$ cat config.mk
export PLATFORM = sky130hd
export DESIGN_NAME = data_island_scheduler_flat
export DESIGN_NICKNAME = d
export VERILOG_FILES = /design/src/rtl/data_island_scheduler_if.sv /design/src/rtl/data_island_scheduler.sv /design/src/flat_wrapper.sv
export SDC_FILE = /design/constraint.sdc
export NUM_CORES = 1
export LEC_CHECK = 0
export BUFFER_PORTS_ARGS = -buffer_cell sky130_fd_sc_hd__buf_2
export CORE_MARGIN = 5
export CORE_UTILIZATION = 30
export DETAILED_ROUTE_END_ITERATION = 10
export GPL_TIMING_DRIVEN = 0
export PLACE_DENSITY_LB_ADDON = 0.3
export SETUP_SLACK_MARGIN = 0.2
export SYNTH_ARGS = -nofsm -noshare
export SYNTH_HDL_FRONTEND = slang
export SYNTH_SLANG_ARGS = --single-unit
$ cat constraint.sdc
create_clock -name clk_pixel -period 3.4 [get_ports clk_pixel]
set_clock_uncertainty 0.15 [all_clocks]
set_input_delay 0.68 -clock clk_pixel [delete_from_list [all_inputs] [get_ports clk_pixel]]
set_output_delay 0.68 -clock clk_pixel [all_outputs]
set_load 0.01 [all_outputs]
$ cat src/rtl/data_island_scheduler_if.sv
// Handshake bundle between the line timing source, the data island scheduler and its consumers.
interface data_island_scheduler_if;
    logic        line_blank_start;
    logic [11:0] blank_length;
    logic [4:0]  packets_requested;
    logic [1:0]  mode;
    logic        packet_enable;
    logic [4:0]  packet_pixel_counter;
    logic        island_active;
    logic [4:0]  packets_this_line;

    modport master (
        output line_blank_start,
        output blank_length,
        output packets_requested,
        input  mode,
        input  packet_enable,
        input  packet_pixel_counter,
        input  island_active,
        input  packets_this_line
    );

    modport slave (
        input  line_blank_start,
        input  blank_length,
        input  packets_requested,
        output mode,
        output packet_enable,
        output packet_pixel_counter,
        output island_active,
        output packets_this_line
    );
endinterface

$ cat src/rtl/data_island_scheduler.sv
// Per-line HDMI data island sequencer: sizes the island from the blanking length, then walks
// lead control, preamble, guard, packet periods and trailing guard.
module data_island_scheduler #(
    parameter int unsigned MAX_PACKETS  = 18,
    parameter int unsigned CTRL_LEAD    = 4,
    parameter int unsigned TAIL_RESERVE = 22
) (
    input  logic                    clk_pixel,
    input  logic                    reset,
    data_island_scheduler_if.slave  bus
);

    localparam int unsigned Overhead  = CTRL_LEAD + 8 + 2 + 2 + TAIL_RESERVE;
    localparam logic [11:0] OverheadW = 12'(Overhead);
    localparam logic [11:0] LeadLast  = 12'(CTRL_LEAD - 1);
    localparam logic [4:0]  MaxPkts   = 5'(MAX_PACKETS);

    localparam logic [1:0] ModeControl  = 2'd0;
    localparam logic [1:0] ModePreamble = 2'd1;
    localparam logic [1:0] ModeGuard    = 2'd2;
    localparam logic [1:0] ModeData     = 2'd3;

    typedef enum logic [2:0] {
        StIdle,
        StLead,
        StPreamble,
        StGuardLead,
        StData,
        StGuardTrail
    } state_e;

    state_e      state_q, state_d;
    logic [11:0] phase_q, phase_d;
    logic [4:0]  pkts_left_q, pkts_left_d;
    logic [4:0]  ptl_q, ptl_d;
    logic [11:0] avail;
    logic [4:0]  n_calc;

    // Guarded compare keeps the subtraction from wrapping on short blanking intervals.
    always_comb begin
        avail = 12'd0;
        if (bus.blank_length >= OverheadW) begin
            avail = (bus.blank_length - OverheadW) >> 5;
        end
        n_calc = (bus.packets_requested < MaxPkts) ? bus.packets_requested : MaxPkts;
        if (avail < {7'd0, n_calc}) begin
            n_calc = avail[4:0];
        end
    end

    always_ff @(posedge clk_pixel) begin
        if (reset) begin
            state_q     <= StIdle;
            phase_q     <= 12'd0;
            pkts_left_q <= 5'd0;
            ptl_q       <= 5'd0;
        end else begin
            state_q     <= state_d;
            phase_q     <= phase_d;
            pkts_left_q <= pkts_left_d;
            ptl_q       <= ptl_d;
        end
    end

    always_comb begin
        state_d     = state_q;
        phase_d     = phase_q + 12'd1;
        pkts_left_d = pkts_left_q;
        ptl_d       = ptl_q;
        unique case (state_q)
            StIdle: begin
                phase_d = 12'd0;
                if (bus.line_blank_start) begin
                    ptl_d = n_calc;
                    if (n_calc != 5'd0) begin
                        state_d     = StLead;
                        pkts_left_d = n_calc;
                    end
                end
            end
            StLead: begin
                if (phase_q == LeadLast) begin
                    state_d = StPreamble;
                    phase_d = 12'd0;
                end
            end
            StPreamble: begin
                if (phase_q == 12'd7) begin
                    state_d = StGuardLead;
                    phase_d = 12'd0;
                end
            end
            StGuardLead: begin
                if (phase_q == 12'd1) begin
                    state_d = StData;
                    phase_d = 12'd0;
                end
            end
            StData: begin
                if (phase_q == 12'd31) begin
                    phase_d     = 12'd0;
                    pkts_left_d = pkts_left_q - 5'd1;
                    if (pkts_left_q == 5'd1) begin
                        state_d = StGuardTrail;
                    end
                end
            end
            StGuardTrail: begin
                if (phase_q == 12'd1) begin
                    state_d = StIdle;
                    phase_d = 12'd0;
                end
            end
            default: begin
                state_d = StIdle;
                phase_d = 12'd0;
            end
        endcase
    end

    always_comb begin
        bus.mode                 = ModeControl;
        bus.packet_enable        = 1'b0;
        bus.packet_pixel_counter = 5'd0;
        bus.island_active        = 1'b0;
        bus.packets_this_line    = ptl_q;
        unique case (state_q)
            StPreamble: begin
                bus.mode          = ModePreamble;
                bus.island_active = 1'b1;
            end
            StGuardLead: begin
                bus.mode          = ModeGuard;
                bus.island_active = 1'b1;
                bus.packet_enable = (phase_q == 12'd1);
            end
            StData: begin
                bus.mode                 = ModeData;
                bus.island_active        = 1'b1;
                bus.packet_pixel_counter = phase_q[4:0];
                // The final packet is already announced; no enable at its last pixel.
                bus.packet_enable        = (phase_q == 12'd31) && (pkts_left_q != 5'd1);
            end
            StGuardTrail: begin
                bus.mode          = ModeGuard;
                bus.island_active = 1'b1;
            end
            default: begin
                bus.mode = ModeControl;
            end
        endcase
    end

endmodule
$ cat src/flat_wrapper.sv
// flat-port wrapper written by rule: the top's interface ports become plain ports
module data_island_scheduler_flat 
#(
    parameter int unsigned MAX_PACKETS  = 18,
    parameter int unsigned CTRL_LEAD    = 4,
    parameter int unsigned TAIL_RESERVE = 22
)
  (clk_pixel, reset, bus_line_blank_start, bus_blank_length, bus_packets_requested, bus_mode, bus_packet_enable, bus_packet_pixel_counter, bus_island_active, bus_packets_this_line);
  data_island_scheduler_if bus_i ();
  input  logic clk_pixel;
  input  logic reset;
  input wire logic [$bits(bus_i.line_blank_start)-1:0] bus_line_blank_start;
  input wire logic [$bits(bus_i.blank_length)-1:0] bus_blank_length;
  input wire logic [$bits(bus_i.packets_requested)-1:0] bus_packets_requested;
  output wire logic [$bits(bus_i.mode)-1:0] bus_mode;
  output wire logic [$bits(bus_i.packet_enable)-1:0] bus_packet_enable;
  output wire logic [$bits(bus_i.packet_pixel_counter)-1:0] bus_packet_pixel_counter;
  output wire logic [$bits(bus_i.island_active)-1:0] bus_island_active;
  output wire logic [$bits(bus_i.packets_this_line)-1:0] bus_packets_this_line;
  assign bus_i.line_blank_start = bus_line_blank_start;
  assign bus_i.blank_length = bus_blank_length;
  assign bus_i.packets_requested = bus_packets_requested;
  assign bus_mode = bus_i.mode;
  assign bus_packet_enable = bus_i.packet_enable;
  assign bus_packet_pixel_counter = bus_i.packet_pixel_counter;
  assign bus_island_active = bus_i.island_active;
  assign bus_packets_this_line = bus_i.packets_this_line;
  data_island_scheduler #(.MAX_PACKETS(MAX_PACKETS), .CTRL_LEAD(CTRL_LEAD), .TAIL_RESERVE(TAIL_RESERVE)) u_core (.clk_pixel(clk_pixel), .reset(reset), .bus(bus_i));
endmodule
Word-level counts from Yosys, hierarchy flattened. Cells that the tools add are included.

Register bits: 25. Latch bits: 0. Bits in writable memories: 0. ROM bits: 0. Output and inout port bits: 14. Word-level logic and storage cells: 63. Memories: 0.

$add $sub $neg: 3. Multiply operators: 0. Divide/modulo/power cells: 0. $lt $le $gt $ge: 3. Equal/unequal tests: 19. Shifts and indexed selects: 0. Muxes and demuxes: 25. Bitwise logic cells: 0. Reductions and logical operators: 9.

Operators with widths (number): two-way mux 12 bit (4); one-hot mux 12 bit (4 select lines) (1); two-way mux 5 bit (6); two-way mux 3 bit (8); one-hot mux 3 bit (6 select lines) (1); != test 2 x 1 -> 1 bit (second input constant) (7); adder 12 x 1 -> 12 bit (second input constant) (1); == test 12 x 1 -> 1 bit (second input constant) (1); == test 12 x 2 -> 1 bit (second input constant) (1); == test 12 x 3 -> 1 bit (second input constant) (1); == test 12 x 5 -> 1 bit (second input constant) (1); >= comparator 12 x 6 -> 1 bit (second input constant) (1); < comparator 12 x 5 -> 1 bit (1); subtractor 12 x 6 -> 12 bit (second input constant) (1); one-hot mux 5 bit (2 select lines) (1); AND reduction 8 bit (1); two-way mux 7 bit (1); == test 3 x 2 -> 1 bit (second input constant) (2); == test 3 bit (second input constant) (2); one-hot mux 2 bit (3 select lines) (1); == test 5 x 1 -> 1 bit (second input constant) (1); < comparator 5 bit (second input constant) (1); != test 5 x 1 -> 1 bit (second input constant) (1); nonzero test 5 bit (1); 12 further kinds (12).

Longest topological paths before layout.
Word-level depth: 8. Depth in mapped cells: 15. Depth with buffers taken out: 13.

Worst setup path after synthesis. No wires, ideal clock.

Path kind: input -> register. Start: input bus_blank_length[1]. End: register u_core.pkts_left_q[2]. Data arrival time: 3306 ps. Path slack: -124 ps. Cell stages on the path: 14. Buffers on the path: 1. Cell sequence: a211oi_1 > nor2_1 > nor2_1 > mux2i_1 > inv_1 > ha_1 > a211o_1 > o211ai_1 > o211ai_2 > nand2b_1 > buf_6 > mux2_4 > a211o_1 > a21oi_2.

Word-level cells in the longest chain between the ends: 7. Elaborated cells between the ends (all ways): 11. Those cells by class: add/sub: 1; order compare: 2; eq/ne: 1; mux: 5; reduce/logical: 2.

Ends and longest elaborated chain: from (decl) (line flat_wrapper.sv:13) `input wire logic [$bits(bus_i.blank_length)-1:0] bus_blank_length;`; subtractor 12 x 6 -> 12 bit / >= comparator 12 x 6 -> 1 bit (equally long branches) (line data_island_scheduler.sv:43, data_island_scheduler.sv:42); two-way mux 7 bit (*) (line data_island_scheduler.sv:42) `if (bus.blank_length >= OverheadW) begin`; < comparator 12 x 5 -> 1 bit (line data_island_scheduler.sv:46) `if (avail < {7'd0, n_calc}) begin`; two-way mux 5 bit (*) (line data_island_scheduler.sv:46); nonzero test 5 bit / two-way mux 5 bit (equally long branches) (line data_island_scheduler.sv:75) `if (n_calc != 5'd0) begin`; != test 2 x 1 -> 1 bit (no line) / two-way mux 5 bit (equally long branches); AND reduction 4 bit (no line) / one-hot mux 5 bit (2 select lines) (equally long branches); to (signal assigned) (line data_island_scheduler.sv:60) `pkts_left_q <= pkts_left_d;`; to (decl) (line data_island_scheduler.sv:34) `logic [4:0] pkts_left_q, pkts_left_d;`.

Every way passes the cells marked *; elsewhere a longest branch is shown, timed or not. The select of a mux whose other input is x is not followed. A chain may end at the register's enable or synchronous reset.

Worst setup path after layout.
Start: input bus_blank_length[10]. End: register u_core.pkts_left_q[3].

The elaborated chain is that of the path after synthesis.

==> metrics.csv <==
stage,metric,value,unit
detailed_routing,drt pass-1 iters,6,
min_path,Hold Path Origin,u_core.bus.packets_this_line[4]$_SDFFE_PP0P_,
synth,largest family of logic cells by synthesized area,simple AND/OR/NAND/NOR gates,
final_layout,ANT cells,0,
synth,Synth warnings,0,
detailed_routing,post-route ant nets,0,
worst_setup_path,"Worst Path Class, Setup",in -> reg,
placed_design,detailed placer's ending HPWL,3.58,mm
job,MaxCap Viol Count,0,
sta,RSZ-0062 raised after global routing,yes,
detailed_routing,DRC viols,0,
clock_network,CTS tree,yes,
placed_design,Port Buf Inserts,31,
pwr,Logic pwr share,35.4,%
worst_setup_path,worst path required time,3400,ps
worst_setup_path,RR Endpoint,u_core.pkts_left_q[2]$_SDFFE_PP0P_,
synth,number of synthesized flops with an enable pin,0,
pwr,switching power,272,uW
worst_setup_path,Crit path buffers/inverters,2,
sta,"Hold Vio Cnt, Final",0,
detailed_routing,Total Wirelength,4.82,mm
die,Initial Utilization,31.2,%
grt,pin count of the biggest net entering global routing,15,
synth,compound-gate portion of the synthesized area,22.2,%
grt,Total GRT Usage,12.6,%
synth,count of cell types in the netlist,55,
sta,Tmin final,3320,ps
worst_setup_path,FF-to-FF Start,u_core.phase_q[0]$_SDFF_PP0_,
pwr,PwrDens,323,nW/um^2
worst_setup_path,Arrival @ worst endpoint,3320,ps
die,Die H,88.6,um
die,I/O pin count,34,
clock_network,clk sink count,25,
worst_setup_path,"delay-heaviest family, CP",compound AO/OA/AOI/OAI gates,
pwr,Tot Pwr,782,uW
synth,Async SR Flop Fraction,0,%
sta,Relative slew margins,55.1,%
detailed_routing,total number of vias,1836,
synth,Gate Count Post-Synth,240,
worst_setup_path,startpoint class of the critical path,input port,
worst_setup_path,FF-to-FF setup slack,720,ps
sta,Least-Margin Pin Slew,668,ps
sta,fmax,0.301,GHz
clock_network,"Hold-fix buffers, CTS",0,
pwr,sw frac,34.8,%
die,Die W,88.6,um
min_path,Hold Path Sink,u_core.bus.packets_this_line[4]$_SDFFE_PP0P_,
grt,wire length of the first global-routing pass,8.05,mm
clock_network,"Clk Latency, worst-skew pair",270,ps
pwr,P_leak,0.948,nW
pwr,Internal Power,510,uW
worst_setup_path,worst-path cell with the longest stage delay,or4_4,
final_layout,"non-filler cells, final",359,
final_layout,Final Net Count,313,
synth,"flops & latches, synth",25,
clock_network,root buffer cell,clkbuf_8,
synth,"Seq/Total Area, Yosys",27.0,%
final_layout,ratio of cells with drive above 1 in the final layout,29.2,%
synth,Synth Area in XOR/XNOR,6.14,%
die,DIE AREA,7860,um^2
sta,post-route clock period utilization,97.7,%
synth,Synth Area in Adders,5.39,%
clock_network,Max Buffers Root-to-Sink,2,
placed_design,# placed instances,346,
min_path,Hold Path Class,reg -> reg,
min_path,WHS Path Cells,2,
outcome,status,"complete, no violations",
sta,final setup fails,0,
worst_setup_path,CP dominant cell by count,a211o_1,
synth,syn nets,268,
pwr,VDD IR-drop max,0.000181,V
placed_design,GPL Wtd Cong,0.832,
clock_network,clock-pin slew on the worst setup and hold paths,90,ps
clock_network,TritonCTS buffer count,3,
detailed_routing,mean routed wirelength per cell,13.4,um
detailed_routing,Via-to-Cell Ratio,5.11,
grt,vias in the first global route,1750,
worst_setup_path,crit-path cells,buf_8 > or4_4 > o21ai_2 > o21a_1 > inv_1 > ha_2 > a211o_1 > o211ai_1 > o211ai_2 > or3b_4 > o21ai_4 > a211o_1 > a21oi_2,
synth,Main synth FF type,dfxtp_1,
worst_setup_path,FF-to-FF path depth,8,
synth,mux share of post-synthesis cell area,3.57,%
worst_setup_path,CP max stage delay,560,ps
die,row cnt,28,
final_layout,Layout area overhead,30.3,%
pwr,clock group share of total power,23.4,%
worst_setup_path,Setup crit end kind,register,
synth,simple-gate share of the synthesized area,30.5,%
detailed_routing,initial DRC count,142,
synth,synthesized cell area,1860,um^2
worst_setup_path,CP Max Fanout,5,
pwr,part of the power in registers,41.2,%
grt,antenna violations before repair,0,
clock_network,Max H-tree Level,1,
grt,grt ovf,0,
sta,"Slew Viols, Final",0,
synth,Post-Syn Area per Cell,7.73,um^2
die,Core ar.,5960,um^2
## flip-flops by register name (all words and copies together) (netlist names)
signal / cells
u_core.bus.packets_this_line: 5
u_core.state_q: 3
u_core.pkts_left_q: 5
u_core.phase_q: 12
## worst max-delay path by stage
stage	end	slack [ps]	startpoint	depth (start not counted)
2_1_floorplan	u_core.pkts_left_q[2]$_SDFFE_PP0P_	80	bus_blank_length[2]	14
3_3_place_gp	u_core.pkts_left_q[0]$_SDFFE_PP0P_	-390	bus_blank_length[2]	14
3_5_place_dp	u_core.pkts_left_q[1]$_SDFFE_PP0P_	-390	bus_blank_length[2]	14
4_1_cts	u_core.pkts_left_q[2]$_SDFFE_PP0P_	110	bus_blank_length[10]	14
5_1_grt	u_core.pkts_left_q[1]$_SDFFE_PP0P_	-70	bus_blank_length[10]	13
6_report	u_core.pkts_left_q[3]$_SDFFE_PP0P_	80	bus_blank_length[10]	13
## kinds of logic (layout without fill, tap and decap cells)
logic type / after synthesis / after routing
XOR/XNOR: 13 / 13
multiplexers: 6 / 6
adder cells (fa/ha/maj): 8 / 8
buffers and inverters: 23 / 66
AO/OA/AOI/OAI: 54 / 55
flip-flops: 25 / 25
AND/OR/NAND/NOR: 111 / 111
## what timing repair did
item                       4_1_cts  5_1_grt
gates resized for setup         10       18
gates cloned                     1        0
setup endpoints to repair       11       12
buffers inserted                 6        2
pin swaps                        9       12
## final cells by class
class                   instances  area [um^2]
fillers                       620         3540
multi-input cells             193         1420
flip-flops and latches         25          500
repair buffers                 39          256
well taps                      75         93.8
plain buffers                  11         52.6
inverters                      12         45.0
clock buffers                   3         41.3
clock inverters                 1         5.00
## worst min-delay path, delay by kind of cell (launching register included)
kind,cells,cell delay [ps]
compound gates,1,50
flops,1,320
simple gates,1,50
## power groups by stage
stage / Clock, mW / Sequential [mW] / Combinational [mW]
2_1_floorplan: 0 / 0.332 / 0.170
3_3_place_gp: 0 / 0.329 / 0.242
3_5_place_dp: 0 / 0.330 / 0.242
4_1_cts: 0.187 / 0.323 / 0.260
5_1_grt: 0.199 / 0.325 / 0.307
6_report: 0.183 / 0.322 / 0.277
## cell usage after synthesis (2+ instances only)
| master | number | area (um^2) |
|---|---|---|
| or4_1 | 2 | 15.0 |
| or3b_4 | 2 | 22.5 |
| nor2_1 | 37 | 139 |
| nor3_1 | 6 | 30.0 |
| ha_1 | 8 | 100 |
| nand3b_1 | 4 | 30.0 |
| a211oi_1 | 6 | 45.0 |
| clkbuf_1 | 7 | 26.3 |
| nand2_1 | 23 | 86.3 |
| xor2_1 | 8 | 70.1 |
| a211o_1 | 4 | 35.0 |
| nand4_1 | 4 | 25.0 |
| a21oi_1 | 14 | 70.1 |
| xnor2_1 | 5 | 43.8 |
| and3_1 | 2 | 12.5 |
| o21ai_1 | 2 | 10.0 |
| a31oi_1 | 2 | 12.5 |
| and2_1 | 7 | 43.8 |
| nor4_1 | 5 | 31.3 |
| nand2b_1 | 4 | 25.0 |
| a21oi_2 | 2 | 17.5 |
| buf_2 | 2 | 10.0 |
| nand3_1 | 7 | 35.0 |
| o21a_1 | 3 | 22.5 |
| nand4b_1 | 2 | 17.5 |
| inv_1 | 12 | 45.0 |
| dfxtp_1 | 25 | 500 |
| o31ai_1 | 2 | 15.0 |
| mux2i_1 | 4 | 40.0 |
| o21ai_0 | 4 | 20.0 |
## per-stage QoR
stage	hold WS (ps)	instance area, um^2	setup slack (ps)	setup TNS [ps]	util, %
2_1_floorplan	298	1930	84.8	0	-
3_3_place_gp	296	2180	-388	-3200	36.6
3_5_place_dp	297	2180	-387	-3080	36.6
4_1_cts	310	2320	112	0	39.0
5_1_grt	357	2420	-67.7	-236	40.6
6_report	310	2420	79.2	0	40.6
## placed cells by master (no fill, tap or decap), types with 4 or more instances in the layout
master	instances
a21oi_1	10
a21oi_2	6
and2_1	7
buf_2	27
buf_4	8
buf_6	6
clkbuf_1	6
dfxtp_1	25
ha_1	5
inv_1	12
nand2_1	23
nand3_1	7
nand3b_1	4
nand4_1	4
nor2_1	36
nor3_1	6
xnor2_1	5
xor2_1	8
## routing by layer
layer | routed length, um | up-vias | global-route usage, %
li1 | - | 954 | -
met1 | 2340 | 844 | 17.8
met2 | 2250 | 34 | 20.6
met3 | 203 | 4 | 2.42
met4 | 23 | 0 | 1.24
met5 | 0 | - | 0
Power figures use the tool's default switching activity.
